--- src/rtl/sevenseg_scan_decoder.sv ---
// Receiver for a time-multiplexed seven-segment bus: validates each digit dwell,
// decodes segment patterns back to hex and publishes complete frames with a strobe.
module sevenseg_scan_decoder #(
  parameter int NUM_DIGITS     = 4,
  parameter bit SEG_ACTIVE_LOW = 1'b1,
  parameter bit AN_ACTIVE_LOW  = 1'b1,
  parameter int STABLE_CYCLES  = 4
) (
  input  logic                    clk,
  input  logic                    rst_n,
  input  logic [6:0]              seg,
  input  logic [NUM_DIGITS-1:0]   an,
  input  logic                    err_clr,
  output logic [4*NUM_DIGITS-1:0] digits_out,
  output logic [NUM_DIGITS-1:0]   blank_mask,
  output logic                    frame_valid,
  output logic                    err_seg,
  output logic                    err_an
);

  localparam int             CW      = (STABLE_CYCLES > 2) ? $clog2(STABLE_CYCLES) : 1;
  localparam logic [CW-1:0]  CNT_MAX = CW'(STABLE_CYCLES - 1);
  localparam logic [CW-1:0]  CNT_ARM = CW'(STABLE_CYCLES - 2);

  // Returns {unrecognised, blank, value} for an active-high g..a pattern.
  function automatic logic [5:0] decode_seg(input logic [6:0] pat);
    logic [5:0] res;
    res = {1'b1, 1'b0, 4'h0};
    case (pat)
      7'h3F:   res = {1'b0, 1'b0, 4'h0};
      7'h06:   res = {1'b0, 1'b0, 4'h1};
      7'h5B:   res = {1'b0, 1'b0, 4'h2};
      7'h4F:   res = {1'b0, 1'b0, 4'h3};
      7'h66:   res = {1'b0, 1'b0, 4'h4};
      7'h6D:   res = {1'b0, 1'b0, 4'h5};
      7'h7D:   res = {1'b0, 1'b0, 4'h6};
      7'h07:   res = {1'b0, 1'b0, 4'h7};
      7'h7F:   res = {1'b0, 1'b0, 4'h8};
      7'h6F:   res = {1'b0, 1'b0, 4'h9};
      7'h77:   res = {1'b0, 1'b0, 4'hA};
      7'h7C:   res = {1'b0, 1'b0, 4'hB};
      7'h39:   res = {1'b0, 1'b0, 4'hC};
      7'h5E:   res = {1'b0, 1'b0, 4'hD};
      7'h79:   res = {1'b0, 1'b0, 4'hE};
      7'h71:   res = {1'b0, 1'b0, 4'hF};
      7'h00:   res = {1'b0, 1'b1, 4'h0};
      default: res = {1'b1, 1'b0, 4'h0};
    endcase
    return res;
  endfunction

  logic [6:0]              seg_norm_s;
  logic [NUM_DIGITS-1:0]   an_norm_s;
  logic [6:0]              samp_seg_r;
  logic [6:0]              prev_seg_r;
  logic [NUM_DIGITS-1:0]   samp_an_r;
  logic [NUM_DIGITS-1:0]   prev_an_r;
  logic [CW-1:0]           cnt_r;
  logic [CW-1:0]           cnt_next_s;
  logic                    same_s;
  logic                    one_an_s;
  logic                    multi_an_s;
  logic                    stable_s;
  logic                    capture_s;
  logic                    frame_done_s;
  logic [5:0]              dec_s;
  logic [NUM_DIGITS-1:0]   seen_r;
  logic [NUM_DIGITS-1:0]   seen_next_s;
  logic [4*NUM_DIGITS-1:0] shadow_val_r;
  logic [NUM_DIGITS-1:0]   shadow_blank_r;
  logic                    seg_err_new_s;
  logic                    an_err_new_s;

  // Normalise pin polarity to active-high lit / selected.
  always_comb begin
    seg_norm_s = SEG_ACTIVE_LOW ? ~seg : seg;
    an_norm_s  = AN_ACTIVE_LOW  ? ~an  : an;
  end

  // Classify the current sample against the previous one.
  always_comb begin
    same_s       = (samp_seg_r == prev_seg_r) && (samp_an_r == prev_an_r);
    one_an_s     = $onehot(samp_an_r);
    multi_an_s   = (samp_an_r != {NUM_DIGITS{1'b0}}) && !one_an_s;
    stable_s     = same_s && one_an_s;
    dec_s        = decode_seg(samp_seg_r);
    frame_done_s = &seen_r;
  end

  // Dwell counter saturates, so a held digit is captured only on the arming transition.
  always_comb begin
    cnt_next_s = {CW{1'b0}};
    capture_s  = 1'b0;
    if (stable_s) begin
      if (cnt_r == CNT_MAX) begin
        cnt_next_s = CNT_MAX;
      end else begin
        cnt_next_s = cnt_r + CW'(1'b1);
      end
      capture_s = (cnt_r == CNT_ARM);
    end else begin
      cnt_next_s = {CW{1'b0}};
      capture_s  = 1'b0;
    end
  end

  // A capture on the completion edge belongs to the following frame.
  always_comb begin
    if (frame_done_s) begin
      seen_next_s = {NUM_DIGITS{1'b0}};
    end else begin
      seen_next_s = seen_r;
    end
    if (capture_s) begin
      seen_next_s = seen_next_s | samp_an_r;
    end else begin
      seen_next_s = seen_next_s;
    end
    seg_err_new_s = capture_s && dec_s[5];
    an_err_new_s  = multi_an_s;
  end

  // Input sample pipeline, dwell counter and seen mask.
  always_ff @(posedge clk) begin
    if (!rst_n) begin
      samp_seg_r <= 7'h00;
      prev_seg_r <= 7'h00;
      samp_an_r  <= {NUM_DIGITS{1'b0}};
      prev_an_r  <= {NUM_DIGITS{1'b0}};
      cnt_r      <= {CW{1'b0}};
      seen_r     <= {NUM_DIGITS{1'b0}};
    end else begin
      samp_seg_r <= seg_norm_s;
      prev_seg_r <= samp_seg_r;
      samp_an_r  <= an_norm_s;
      prev_an_r  <= samp_an_r;
      cnt_r      <= cnt_next_s;
      seen_r     <= seen_next_s;
    end
  end

  // Shadow frame: the latest capture of each digit wins.
  always_ff @(posedge clk) begin
    if (!rst_n) begin
      shadow_val_r   <= {(4*NUM_DIGITS){1'b0}};
      shadow_blank_r <= {NUM_DIGITS{1'b0}};
    end else begin
      for (int i = 0; i < NUM_DIGITS; i++) begin
        if (capture_s && samp_an_r[i]) begin
          shadow_val_r[4*i +: 4] <= dec_s[3:0];
          shadow_blank_r[i]      <= dec_s[4];
        end
      end
    end
  end

  // Publish the completed frame with a one-cycle strobe.
  always_ff @(posedge clk) begin
    if (!rst_n) begin
      digits_out  <= {(4*NUM_DIGITS){1'b0}};
      blank_mask  <= {NUM_DIGITS{1'b0}};
      frame_valid <= 1'b0;
    end else begin
      if (frame_done_s) begin
        digits_out <= shadow_val_r;
        blank_mask <= shadow_blank_r;
      end
      frame_valid <= frame_done_s;
    end
  end

  // Sticky error flags; a fresh error beats a simultaneous clear.
  always_ff @(posedge clk) begin
    if (!rst_n) begin
      err_seg <= 1'b0;
      err_an  <= 1'b0;
    end else if (err_clr) begin
      err_seg <= seg_err_new_s;
      err_an  <= an_err_new_s;
    end else begin
      err_seg <= err_seg | seg_err_new_s;
      err_an  <= err_an | an_err_new_s;
    end
  end

endmodule

--- config.mk ---
export PLATFORM = sky130hd
export DESIGN_NAME = sevenseg_scan_decoder
export DESIGN_NICKNAME = d
export VERILOG_FILES = /design/src/rtl/sevenseg_scan_decoder.sv
export SDC_FILE = /design/constraint.sdc
export NUM_CORES = 1
export LEC_CHECK = 0
export CAP_MARGIN = 10
export CORE_ASPECT_RATIO = 0.75
export CORE_MARGIN = 4
export CORE_UTILIZATION = 59
export CTS_BUF_LIST = sky130_fd_sc_hd__clkbuf_8
export DETAILED_ROUTE_END_ITERATION = 8
export DONT_BUFFER_PORTS = 1
export PLACE_DENSITY = 0.75
export SYNTH_ARGS = -nofsm -noshare
export SYNTH_HDL_FRONTEND = slang
export SYNTH_SLANG_ARGS = --single-unit
--- constraint.sdc ---
create_clock -name clk -period 5.37 [get_ports clk]
set_input_delay 0.537 -clock clk [delete_from_list [all_inputs] [get_ports clk]]
set_output_delay 0.537 -clock clk [all_outputs]
set_load 0.01 [all_outputs]
; Yosys cells after proc, flatten, opt, wreduce, memory -nomap -nowiden
; Index checks and enable logic that the tools add are counted.
[word_totals]
reg_bits = 71
output_inout_bits = 23
wordCells = 69
[classes]
add_sub_neg = 4
eq_ne = 21
muxes = 7
bitwise = 5
reduce_logical = 13
[ops]
columns = cell, count
row1 = one-hot mux 6 bit (17 select lines), 1
row2 = == test 7 bit (second input constant), 12
row3 = == test 7 x 3 -> 1 bit (second input constant), 2
row4 = == test 7 x 6 -> 1 bit (second input constant), 2
row5 = logical AND 1 bit, 8
row6 = 2-to-1 mux 4 bit, 2
row7 = == test 7 bit, 1
row8 = zero test 7 bit, 1
row9 = NOT 7 bit, 1
row10 = adder 1 x 1 -> 2 bit, 2
row11 = == test 2 bit (second input constant), 2
row12 = == test 4 bit, 1
row13 = NOT 4 bit, 1
row14 = bitwise OR 4 bit, 1
row15 = AND reduction 4 bit, 1
row16 = nonzero test 4 bit, 1
row17 = adder 2 x 2 -> 3 bit, 1
row18 = == test 3 x 1 -> 1 bit (second input constant), 1
row19 = 2-to-1 mux 1 bit, 3
row20 = adder 2 x 1 -> 2 bit (second input constant), 1
row21 = 2-to-1 mux 2 bit, 1
row22 = bitwise OR 1 bit, 2
row23 = AND reduction 2 bit, 1
row24 = zero test 1 bit, 1

; Depth between registers and ports, before layout
[depth]
depth_word = 8
mapped_depth = 12
depth_no_buf = 10

; Worst setup path before layout
; Ideal clock, no wire load.
[synth_path]
path_type = register to register
start = reg samp_an_r[0]
end = reg shadow_val_r[8]
t_arrival_ns = 2.670
required_time_ns = 5.235
setup_slack_ns = 2.564
path_stages_with_launch = 13
n_path_buf = 2
synth_period_minus_slack_ns = 2.806
cell_sequence = dfxtp_1 -> buf_8 -> inv_1 -> fa_1 -> inv_1 -> ha_1 -> ha_1 -> nor3b_1 -> nand4_1 -> nor4_4 -> buf_6 -> and2_1 -> a211oi_1
[synth_via]
elab_chain_cells = 6
elab_cells_between_ends = 8
[synth_lines]
columns = item, line_no
row1 = "start, declared", 56  ; logic [NUM_DIGITS-1:0] samp_an_r;
row2 = "start signal, assigned", 128  ; samp_an_r <= {NUM_DIGITS{1'b0}};
row3 = "start signal, assigned", 135  ; samp_an_r <= an_norm_s;
row4 = adder 1 x 1 -> 2 bit (not written as such), 83  ; one_an_s = $onehot(samp_an_r);
row5 = adder 2 x 2 -> 3 bit (not written as such), 83
row6 = == test 3 x 1 -> 1 bit, 83
row7 = logical AND 1 bit *, 85  ; stable_s = same_s && one_an_s;
row8 = 2-to-1 mux 1 bit *, 94  ; if (stable_s) begin
row9 = logical AND 1 bit *, 149  ; if (capture_s && samp_an_r[i]) begin
row10 = "end signal, assigned", 145  ; shadow_val_r <= {(4*NUM_DIGITS){1'b0}};
row11 = "end signal, assigned by index", 150  ; shadow_val_r[4*i +: 4] <= dec_s[3:0];
row12 = "end, declared", 69  ; logic [4*NUM_DIGITS-1:0] shadow_val_r;
; Every way passes the cells marked *; elsewhere a longest branch is shown, timed or not.
; A chain may end at the register's enable or synchronous reset.

; Worst setup path in the final report
[layout_path]
start = reg samp_an_r[0]
end = reg shadow_val_r[4]
; Same word-level chain as after synthesis.

==> results by group <==
Global route
  • All-Layer GR Usage: 0.199
  • First-pass GRT wire length: roughly 10 mm
  • Largest net degree at the start of global routing: 59
  • Initial antenna violation count: 0
  • GR Overflow Total: 0
  • Vias in the first global route: 2,026

Worst hold path
  • Min-Delay Path Class: in2reg

Final layout
  • Finished layout cell area: ~3100 um^2
  • Reg area: 1420 um^2
  • Commonest non-fill, non-tap cell in the layout: dfxtp_1
  • Multi-input gate area: between 1000 and 1500 um^2
  • Number of antenna diodes: 0
  • Final net count: between 300 and 400
  • Most frequent cells in the layout: dfxtp_1, nand2_1, a21oi_1
  • Post-layout util: 0.642
  • Finished Layout Cells: about 390
  • Ratio of cells with drive above 1 in the final layout: 0.0795
  • Synth-to-layout area growth: 4.88%
  • # fillers: approximately 440

Placed design
  • Cell count after placement: 371
  • Port Buffers: 0
  • Final GP Congestion: 0.860
  • Pre-CTS setup slack: between 2 and 2.5 ns
  • Detail Placement HPWL: 3.99 mm
  • Placed Instance Area: between 2000 and 3000 um^2

Routing
  • Routed vias: between 2,000 and 2,500
  • Vias/cell: 5.90
  • WL/cell: 15.6 um
  • Initial DRT Pass Iterations: 5
  • Total wire length: 6.02 mm
  • Remaining antenna violation count after routing: 0
  • DRC violations left: 0
  • Initial DRC Count: between 100 and 150

Timing
  • Worst-case clock skew: about 0.0096 ns
  • Worst-margin pin slew: between 1 and 1.5 ns
  • Worst slew margin: 0.325
  • Final Max Slew Viols: 0
  • Setup violations, final: 0
  • Final min period: 3.34 ns
  • Final WS setup: 2.03 ns
  • Final Cycle Share: 0.622
  • RSZ-0062 raised after global routing: false
  • Setup TNS: 0 ns
  • Max Fclk: about 300 MHz
  • Final Hold Fails: 0

Clock tree
  • CTS tree: built
  • Deepest level of the CTS H-tree: 3
  • Post-cts hold buffer count: 0
  • Number of gates resized after cts: 0
  • Max Root-Sink Buffers: 2
  • TritonCTS buffer count: 9
  • Worst-skew pair later-pin latency: 0.35 ns
  • Post-CTS Setup Inserts: 0
  • Worst-path clk slew: 0.08 ns
  • CTS sink count: 71
  • Clock Tree Root: clkbuf_8

Logic synthesis
  • Synth Flop Type: dfxtp_1
  • Yosys reg bits: slightly above 70
  • Syn nets: roughly 350
  • EDFF count, synth: 0
  • Gate Count Post-Synth: roughly 340
  • Synth unique cells: 50
  • Synth warnings: 0
  • Fraction of registers with async set/reset: 0
  • Yosys top cell by area: dfxtp_1
  • Seq/Total Area, Yosys: 0.474
  • Synth area leaders: dfxtp_1, a21oi_1, nand2_1, a211oi_1, nor2_1
  • Top-area cell type share of the netlist area: 0.474
  • Area of the mapped netlist: approximately 3000 um^2
  • Mean Syn Cell Area: about 9 um^2

Setup path
  • WS Path Type: reg2reg
  • Worst EP arrival: roughly 3.6 ns
  • CP required: between 5 and 6 ns
  • Startpoint Class: flip-flop
  • Crit path max fanout: 33
  • Endpoint class of the critical path: flip-flop

Die
  • Initial core utilization: 0.612
  • Row count: 22
  • Die area: between 6000 and 7000 um^2
  • Die Y: ~70 um
  • Die width: about 90 um
  • I/O pin cnt: 37
  • Placeable Area: 4900 um^2

Power and ir drop
  • Worst VDD drop: between 0.15 and 0.2 mV
  • Power Dens Cells: ~340 nW/um^2
  • Leak: 1.08 nW

Job
  • Max_cap viols: 0

Outcome
  • Outcome: complete, no violations
==> registers in the layout, summed over array words and instances (netlist names), 2 cells and up <==
name and count:
prev_an_r 4, shadow_val_r 16, prev_seg_r 7, cnt_r 2, samp_seg_r 7, blank_mask 4, seen_r 4, shadow_blank_r 4
samp_an_r 4, digits_out 16
==> metal layers <==
metal,GRT usage,part of all wire,vias to the layer above,wire length [um]
met3,0.0781,0.075,6,451
met1,0.273,0.50,1068,3000
met5,0,0,-,0
li1,-,-,1140,-
met2,0.275,0.41,68,2490
met4,0.0866,0.014,0,85
==> worst paths after layout <==
path / from / end / slack (ns) / cells past startpoint
hold / removal: seg[2] / samp_seg_r[2]$_SDFF_PN0_ / 0.25 / 1
setup / recovery: samp_an_r[0]$_SDFF_PN0_ / shadow_val_r[4]$_SDFFE_PN0P_ / 2.03 / 11
hold reg to reg: shadow_val_r[10]$_SDFFE_PN0P_ / digits_out[10]$_SDFFE_PN0P_ / 0.45 / 2
setup reg to reg: samp_an_r[0]$_SDFF_PN0_ / shadow_val_r[4]$_SDFFE_PN0P_ / 2.03 / 11
==> where the power goes <==
group	switching [mW]	total, mW	internal, mW
sequential	0.0196	0.555	0.535
clock	0.201	0.477	0.276
combinational	0.0266	0.0479	0.0212
total	0.247	1.08	0.832
==> kinds of logic after synthesis <==
| kind of cell | after synthesis | synth area share |
|---|---|---|
| flip-flops | 71 | 0.474 |
| adder cells (fa/ha/maj) | 4 | 0.0192 |
| AO/OA/AOI/OAI | 82 | 0.169 |
| buffers and inverters | 37 | 0.0709 |
| XOR/XNOR | 12 | 0.0450 |
| AND/OR/NAND/NOR | 129 | 0.219 |
| multiplexers | 1 | 0.00334 |
==> cell usage after synthesis, types with 2 or more instances <==
master / instances
dfxtp_1: 71
a21oi_1: 45
nand2_1: 52
or4_1: 3
xnor2_1: 8
nand3_1: 4
nor3_1: 2
clkbuf_1: 10
nor2_1: 25
nor3b_1: 2
and3_1: 4
nand2b_1: 2
buf_6: 7
a31oi_1: 3
a21boi_1: 4
a211oi_1: 17
o21a_1: 4
ha_1: 3
inv_1: 10
and2_1: 12
buf_1: 3
nor2b_1: 2
nor4_1: 3
buf_2: 5
xnor2_2: 4
o2111ai_1: 2
nand4_1: 6
==> layout make-up <==
class	count	area share
Multi-Input combinational cell	228	0.434
Tap cell	60	0.0239
Clock buffer	10	0.0437
Sequential cell	71	0.452
Clock inverter	6	0.0298
Timing Repair Buffer	2	0.00477
Inverter	10	0.0119
==> critical path, cell delays in order (launching register included) <==
cell and delay (ns):
dfxtp_1 0.58, inv_1 0.17, fa_1 0.55, inv_1 0.04, ha_1 0.17, ha_1 0.27, nor3b_1 0.35, nand4_1 0.21
nor4_4 0.17, buf_4 0.33, and2_1 0.26, a211oi_1 0.10
==> stage by stage <==
step                      hold WS (ns)  total power [mW]
after floorplan                  0.423             0.609
after global placement           0.444             0.613
after detailed placement         0.448             0.614
after CTS                        0.231              1.09
after global routing             0.229              1.12
final                            0.248              1.08
Power figures use the tool's default switching activity.
